`src/rtl/logic_unit_arb_if.sv`:
```
// logic_unit_arb_if: two-requester operation bus plus result handshake for logic_unit_arb.
// The res_zero flag exists only when LOGIC_UNIT_ZERO_FLAG_EN is defined.
interface logic_unit_arb_if #(parameter int WIDTH = 32);
    logic             req0_valid;
    logic             req0_ready;
    logic [1:0]       req0_op;
    logic [WIDTH-1:0] req0_a;
    logic [WIDTH-1:0] req0_b;
    logic             req1_valid;
    logic             req1_ready;
    logic [1:0]       req1_op;
    logic [WIDTH-1:0] req1_a;
    logic [WIDTH-1:0] req1_b;
    logic             res_valid;
    logic             res_ready;
    logic [WIDTH-1:0] res_data;
    logic             res_id;
    logic             busy;
`ifdef LOGIC_UNIT_ZERO_FLAG_EN
    logic             res_zero;
`endif

    modport master (
        output req0_valid, req0_op, req0_a, req0_b,
        output req1_valid, req1_op, req1_a, req1_b,
        output res_ready,
        input  req0_ready, req1_ready, res_valid, res_data, res_id, busy
`ifdef LOGIC_UNIT_ZERO_FLAG_EN
        , input res_zero
`endif
    );

    modport slave (
        input  req0_valid, req0_op, req0_a, req0_b,
        input  req1_valid, req1_op, req1_a, req1_b,
        input  res_ready,
        output req0_ready, req1_ready, res_valid, res_data, res_id, busy
`ifdef LOGIC_UNIT_ZERO_FLAG_EN
        , output res_zero
`endif
    );
endinterface

```
`src/rtl/logic_unit_arb.sv`:
```
// logic_unit_arb: round-robin arbitrated bitwise AND/OR/XOR/XNOR unit with IDLE/EXEC/DONE FSM.
// Optional registered all-zero result flag res_zero under LOGIC_UNIT_ZERO_FLAG_EN.
module logic_unit_arb #(
    parameter int WIDTH = 32
) (
    input  logic            clk,
    input  logic            rst,
    logic_unit_arb_if.slave bus
);
    typedef enum logic [1:0] {IDLE, EXEC, DONE} state_t;

    state_t           state;
    state_t           nxt;
    logic             last;
    logic             gnt;
    logic             accept;
    logic [1:0]       op_r;
    logic [WIDTH-1:0] a_r;
    logic [WIDTH-1:0] b_r;
    logic             id_r;
    logic [WIDTH-1:0] result;

    // Under contention the requester not served last wins; a lone requester always wins.
    always_comb begin
        gnt    = (bus.req0_valid && bus.req1_valid) ? ~last : bus.req1_valid;
        accept = (state == IDLE) && (bus.req0_valid || bus.req1_valid);
        result = op_r == 2'b00 ? (a_r & b_r) :
                 op_r == 2'b01 ? (a_r | b_r) :
                 op_r == 2'b10 ? (a_r ^ b_r) : ~(a_r ^ b_r);
        nxt    = state;
        if (state == IDLE && accept)
            nxt = EXEC;
        else if (state == EXEC)
            nxt = DONE;
        else if (state == DONE && bus.res_ready)
            nxt = IDLE;
    end

    assign bus.req0_ready = accept && !gnt;
    assign bus.req1_ready = accept && gnt;
    assign bus.res_valid  = (state == DONE);
    assign bus.busy       = (state != IDLE);

    always_ff @(posedge clk) begin
        if (rst)
            state <= IDLE;
        else
            state <= nxt;
    end

    always_ff @(posedge clk) begin
        if (rst) begin
            last         <= 1'b1;
            bus.res_data <= '0;
            bus.res_id   <= 1'b0;
`ifdef LOGIC_UNIT_ZERO_FLAG_EN
            bus.res_zero <= 1'b0;
`endif
        end else begin
            if (accept) begin
                last <= gnt;
                id_r <= gnt;
                op_r <= gnt ? bus.req1_op : bus.req0_op;
                a_r  <= gnt ? bus.req1_a : bus.req0_a;
                b_r  <= gnt ? bus.req1_b : bus.req0_b;
            end
            if (state == EXEC) begin
                bus.res_data <= result;
                bus.res_id   <= id_r;
`ifdef LOGIC_UNIT_ZERO_FLAG_EN
                bus.res_zero <= (result == '0);
`endif
            end
        end
    end
endmodule

```
`src/flat_wrapper.sv`:
```
// flat-port wrapper written by rule: the top's interface ports become plain ports
module logic_unit_arb_flat 
#(
    parameter int WIDTH = 32
)
  (clk, rst, bus_req0_valid, bus_req0_op, bus_req0_a, bus_req0_b, bus_req1_valid, bus_req1_op, bus_req1_a, bus_req1_b, bus_res_ready, bus_req0_ready, bus_req1_ready, bus_res_valid, bus_res_data, bus_res_id, bus_busy);
  logic_unit_arb_if #(.WIDTH(WIDTH)) bus_i ();
  input  logic clk;
  input  logic rst;
  input wire logic [$bits(bus_i.req0_valid)-1:0] bus_req0_valid;
  input wire logic [$bits(bus_i.req0_op)-1:0] bus_req0_op;
  input wire logic [$bits(bus_i.req0_a)-1:0] bus_req0_a;
  input wire logic [$bits(bus_i.req0_b)-1:0] bus_req0_b;
  input wire logic [$bits(bus_i.req1_valid)-1:0] bus_req1_valid;
  input wire logic [$bits(bus_i.req1_op)-1:0] bus_req1_op;
  input wire logic [$bits(bus_i.req1_a)-1:0] bus_req1_a;
  input wire logic [$bits(bus_i.req1_b)-1:0] bus_req1_b;
  input wire logic [$bits(bus_i.res_ready)-1:0] bus_res_ready;
  output wire logic [$bits(bus_i.req0_ready)-1:0] bus_req0_ready;
  output wire logic [$bits(bus_i.req1_ready)-1:0] bus_req1_ready;
  output wire logic [$bits(bus_i.res_valid)-1:0] bus_res_valid;
  output wire logic [$bits(bus_i.res_data)-1:0] bus_res_data;
  output wire logic [$bits(bus_i.res_id)-1:0] bus_res_id;
  output wire logic [$bits(bus_i.busy)-1:0] bus_busy;
  assign bus_i.req0_valid = bus_req0_valid;
  assign bus_i.req0_op = bus_req0_op;
  assign bus_i.req0_a = bus_req0_a;
  assign bus_i.req0_b = bus_req0_b;
  assign bus_i.req1_valid = bus_req1_valid;
  assign bus_i.req1_op = bus_req1_op;
  assign bus_i.req1_a = bus_req1_a;
  assign bus_i.req1_b = bus_req1_b;
  assign bus_i.res_ready = bus_res_ready;
  assign bus_req0_ready = bus_i.req0_ready;
  assign bus_req1_ready = bus_i.req1_ready;
  assign bus_res_valid = bus_i.res_valid;
  assign bus_res_data = bus_i.res_data;
  assign bus_res_id = bus_i.res_id;
  assign bus_busy = bus_i.busy;
  logic_unit_arb #(.WIDTH(WIDTH)) u_core (.clk(clk), .rst(rst), .bus(bus_i));
endmodule
```
`config.mk`:
```
export PLATFORM = sky130hd
export DESIGN_NAME = logic_unit_arb_flat
export DESIGN_NICKNAME = d
export VERILOG_FILES = /design/src/rtl/logic_unit_arb_if.sv /design/src/rtl/logic_unit_arb.sv /design/src/flat_wrapper.sv
export SDC_FILE = /design/constraint.sdc
export NUM_CORES = 1
export LEC_CHECK = 0
export ABC_AREA = 1
export CORE_MARGIN = 2
export CORE_UTILIZATION = 29
export DETAILED_ROUTE_END_ITERATION = 10
export PLACE_DENSITY_LB_ADDON = 0.12
export SYNTH_ARGS = -nofsm -noshare
export SYNTH_HDL_FRONTEND = slang
export SYNTH_SLANG_ARGS = --single-unit
```
`constraint.sdc`:
```
create_clock -name clk -period 8 [get_ports clk]
set_input_delay 2.4 -clock clk [delete_from_list [all_inputs] [get_ports clk]]
set_output_delay 2.4 -clock clk [all_outputs]
set_load 0.05 [all_outputs]
```
* Yosys cells after proc, flatten, opt, wreduce, memory -nomap -nowiden *
Index checks and enable logic that the tools add are counted.

storage, ports and cells
  register bits = 103
  output and inout port bits = 37

cells by class
  equal/unequal tests = 4
  multiplexer cells = 10
  bitwise gates (word level) = 6
  reduce and logical (&&, ||, !) cells = 15

operators by type and width
  cell                  number
  $mux W32              5
  $and A32 B32 Y32      1
  $not A32 Y32          1
  $or A32 B32 Y32       1
  $xor A32 B32 Y32      1
  $logic_and A1 B1 Y1   6
  $mux W2               3
  $eq A2 B1 Y1 const B  2
  $eq A2 B2 Y1 const B  2
  $logic_not A2 Y1      2
  $reduce_bool A2 Y1    2
  $reduce_bool A3 Y1    1
  $mux W1               2
  $not A1 Y1            2
  $reduce_and A2 Y1     1
  $reduce_or A2 Y1      1
  $logic_not A1 Y1      1
  $logic_or A1 B1 Y1    1

* Logic depth before layout (Yosys ltp) *
  word-level depth = 5
  depth in mapped cells = 7
  depth with buffers taken out = 7

* Least setup slack after synthesis *
Ideal clock, no wire load.

  kind = input to output
  start = input port bus_req0_valid
  end = output port bus_req0_ready
  data arrival time = 3.466 ns
  required time = 5.600 ns
  path slack = 2.134 ns
  stages = 5
  buffers on the path = 1
  cells stage by stage = nand2_1 nand2_1 inv_2 clkbuf_1 nor2_1

on the way
  longest elaborated chain between the ends = 4

ends and longest elaborated chain
  element               line                  RTL
  start, declared       flat_wrapper.sv:10    input wire logic [$bits(bus_i.req0_valid)-1:0] bus_req0_valid;
  $logic_and A1 B1 Y1   logic_unit_arb.sv:25  gnt = (bus.req0_valid && bus.req1_valid) ? ~last : bus.req1_valid;
  $mux W1               logic_unit_arb.sv:25
  named net u_core.gnt  logic_unit_arb.sv:15  logic gnt;
  $logic_not A1 Y1      logic_unit_arb.sv:39  assign bus.req0_ready = accept && !gnt;
  $logic_and A1 B1 Y1   logic_unit_arb.sv:39
  end, declared         flat_wrapper.sv:19    output wire logic [$bits(bus_i.req0_ready)-1:0] bus_req0_ready;

The timed path passes the listed nets, and every way through them passes these cells.

* Worst setup path in the final report *
  start = input port bus_req1_valid
  end = output port bus_req0_ready

on the way
  longest elaborated chain between the ends = 4

ends and longest elaborated chain
  element                line                  RTL
  start, declared        flat_wrapper.sv:14    input wire logic [$bits(bus_i.req1_valid)-1:0] bus_req1_valid;
  $logic_and A1 B1 Y1    logic_unit_arb.sv:25
  $mux W1                logic_unit_arb.sv:25
  $logic_not A1 Y1       logic_unit_arb.sv:39
  $logic_and A1 B1 Y1 *  logic_unit_arb.sv:39

Every way passes the cells marked *; elsewhere a longest branch is shown, timed or not.

==> metrics.md <==
| Metric | Value |
|---|---|
| Status | complete, no violations |
| Pre-antenna DRT Iters | 4 |
| XOR/XNOR share of the synthesized area | 0% |
| Multi-input gate area | 2885 um2 |
| Hold path cells | 2 |
| Register area | 2733 um2 |
| Post-Synthesis Net Count | 989 |
| LEAKAGE | 3.907 nW |
| Crit Path Max Fanout | 4 |
| Hold Startpoint | u_core.last |
| Initial antenna violation count | 0 |
| Die area | 22150 um2 |
| Largest net degree at the start of global routing | 69 |
| Max Cap Violations | 0 |
| Routability congestion estimate | 0.6840 |
| Vias per cell | 4.346 |
| Maximum clock path buffer count | 2 |
| Global route total overflow | 0 |
| Worst-Skew Late Latency | 360 ps |
| Worst reg-to-reg path cell count | 4 |
| Commonest non-fill, non-tap cell in the layout | nand2_1 |
| Fillcell total | 2101 |
| Post-Synth Adder-Cell Area | 13.17% |
| Area growth syn-to-layout | 36.49% |
| Buffer count from post-CTS setup fixing | 0 |
| Register area share after synthesis | 44.93% |
| FF-to-FF setup slack | 5490 ps |
| Wire length per cell | 13.24 um |
| Class of the worst hold path | flop to flop |
| WS Path Type | input pin to output pin |
| Vias | between 5000 and 6000 |
| CTS tree | done |
| DR WL met2 | 7322 um |
| Worst Max-Slew Pin Slew | 1038 ps |
| Core ar. | 20430 um2 |
| HPWL after DPL | 9818 um |
| Placed cell count | 1194 |
| Post-route setup TNS | 0 ps |
| Share of cells above drive strength 1 | 3.511% |
| Metal-1 WL | 7700 um |
| H-tree depth | 3 |
| Die height | 148.8 um |
| Period utilization | 80.05% |
| First-pass GRT wire length | about 26000 um |
| Final wirelength | 16020 um |
| CTS Root Cell | clkbuf_16 |
| Critical path required time | between 5000 and 6000 ps |
| Worst reg2reg path endpoint | u_core.b_r[15] |
| Synth unique cells | 17 |
| FP Rows | 52 |
| Highest routed layer | met4 |
| Area fraction in compound gates after synthesis | 8.146% |
| Cell Area, Synth | approximately 6100 um2 |
| Number of synthesized register bits | 103 |
| Antenna diodes | 0 |
| Hold EP | u_core.last |
| Die Wd | 148.8 um |
| Slew Viols, Final | 0 |
| Final std cells w/o fill | roughly 1200 |
| Sink Count | ~100 |
| Io pins | 174 |
| Number of global-route vias before repair | 4989 |
| Final min period | 6404 ps |
| Number of port buffers | 173 |
| Syn avg cell area | 7.718 um2 |
| Reg2reg start | u_core.state[0] |
| Synth Area in Simple Gates | 25.88% |
| Largest family of logic cells by synthesized area | simple AND/OR/NAND/NOR gates |
| Post-layout worst setup margin | around 1600 ps |
| Rel. slew slack | 30.63% |
| PD cells | about 180 nW/um2 |
| Place WS | 1580 ps |
| CTS clk-pin slew, worst paths | about 70 ps |
| Worst Setup End Kind | output pin |
| Met3 routed WL | between 800 and 900 um |
| DRC | 0 |
| Hold-fix buffers, CTS | 0 |
| RSZ-0062 raised after global routing | false |
| Startpoint types | input pin |
| Synth warn | 0 |
| Worst VDD drop | 0.08526 mV |
| TritonCTS Buffers | 9 |
| Layout Nets | between 1000 and 1500 |
| Post-cts sizing count | 0 |
| Arr. time, crit path | 4000 ps |
| Gr usage total | between 10 and 15% |
| Highest-count cells in the layout ignoring fill and taps | nand2_1 (362), clkdlybuf4s50_1 (172), edfxtp_1 (67) |
| Endpoints failing hold | 0 |
| Final Setup Violations | 0 |
| Post-Synthesis Cells | 788 |
| Multiplexer share of the synthesized area | 0% |
| Fmax | roughly 160 MHz |
| Initial Utilization | 29.77% |
| Post-DRT Antenna Nets | 0 |
| Final Skew | about 8.2 ps |
| Initial drt markers | 222 |
[per-layer routing]
layer  track usage, %  vias up
met4            4.667        0
li1                 -     2798
met3            2.844       11
met2            24.33      114
met5                0        -
met1            19.61     2336
[cells by family after synthesis]
kind of cell               Yosys count
and+or+nand+nor                    407
buffers and inverters              115
DFF                                103
AOI/OAI and AO/OA                   99
adders and majority gates           64
[layout make-up]
type	instances	area share, %
clock buffers	10	2.879
clock inverters	6	0.6029
inverters	72	3.255
multi-input cells	570	34.76
flip-flops and latches	103	32.92
well taps	270	4.069
repair buffers	179	21.52
[registers in the layout, indices dropped and copies added, names as in the netlist]
name / count
u_core.a_r: 32
u_core.b_r: 32
u_core.bus.res_data: 32
u_core.bus.res_id: 1
u_core.id_r: 1
u_core.last: 1
u_core.op_r: 2
u_core.state: 2
[cell usage after synthesis]
cell / number / area share (%)
buf_2: 23 / 1.9
dfxtp_1: 36 / 12
inv_2: 6 / 0.37
edfxtp_1: 67 / 33
o21ai_1: 6 / 0.49
nand3_1: 33 / 2.7
a21oi_1: 65 / 5.3
o21ai_0: 28 / 2.3
clkbuf_1: 13 / 0.80
nor2_2: 1 / 0.10
buf_1: 2 / 0.12
ha_1: 64 / 13
inv_1: 66 / 4.1
nor2_1: 9 / 0.56
buf_4: 5 / 0.62
nand2_2: 1 / 0.10
nand2_1: 363 / 22
[stage by stage]
step	hold WS [ps]	util [%]	power, W	instance area (um2)
6_report	469.2	40.64	0.001504	8302
3_3_place_gp	476.0	39.22	0.001083	8013
3_5_place_dp	460.4	39.22	0.001086	8013
5_1_grt	512.2	40.64	0.001594	8302
2_1_floorplan	428.7	-	0.0009167	6082
4_1_cts	477.9	40.64	0.001530	8302
[critical path, stage by stage]
cell and delay (ps):
clkdlybuf4s50_1 490, o21ai_1 160, nor2_1 140, clkdlybuf4s50_1 810
[power breakdown]
part	total, W	internal, W	leakage, nW	switching, W
clock network	0.000439	0.000224	0.141	0.000215
logic	0.000416	0.000166	2.84	0.000251
registers	0.000649	0.000625	0.929	0.0000236
[worst max path at each step]
stage                   start        endpoint  slack, ps  cells after the start
2_1_floorplan  bus_req0_valid  bus_req0_ready       2130                      5
3_3_place_gp   bus_req1_valid  bus_req1_ready       1560                      7
3_5_place_dp   bus_req0_valid  bus_req1_ready       1580                      8
6_report       bus_req1_valid  bus_req0_ready       1600                      4
4_1_cts        bus_req0_valid  bus_req1_ready       1570                      8
5_1_grt        bus_req0_valid  bus_req1_ready       1450                      8
Power figures use the tool's default switching activity.
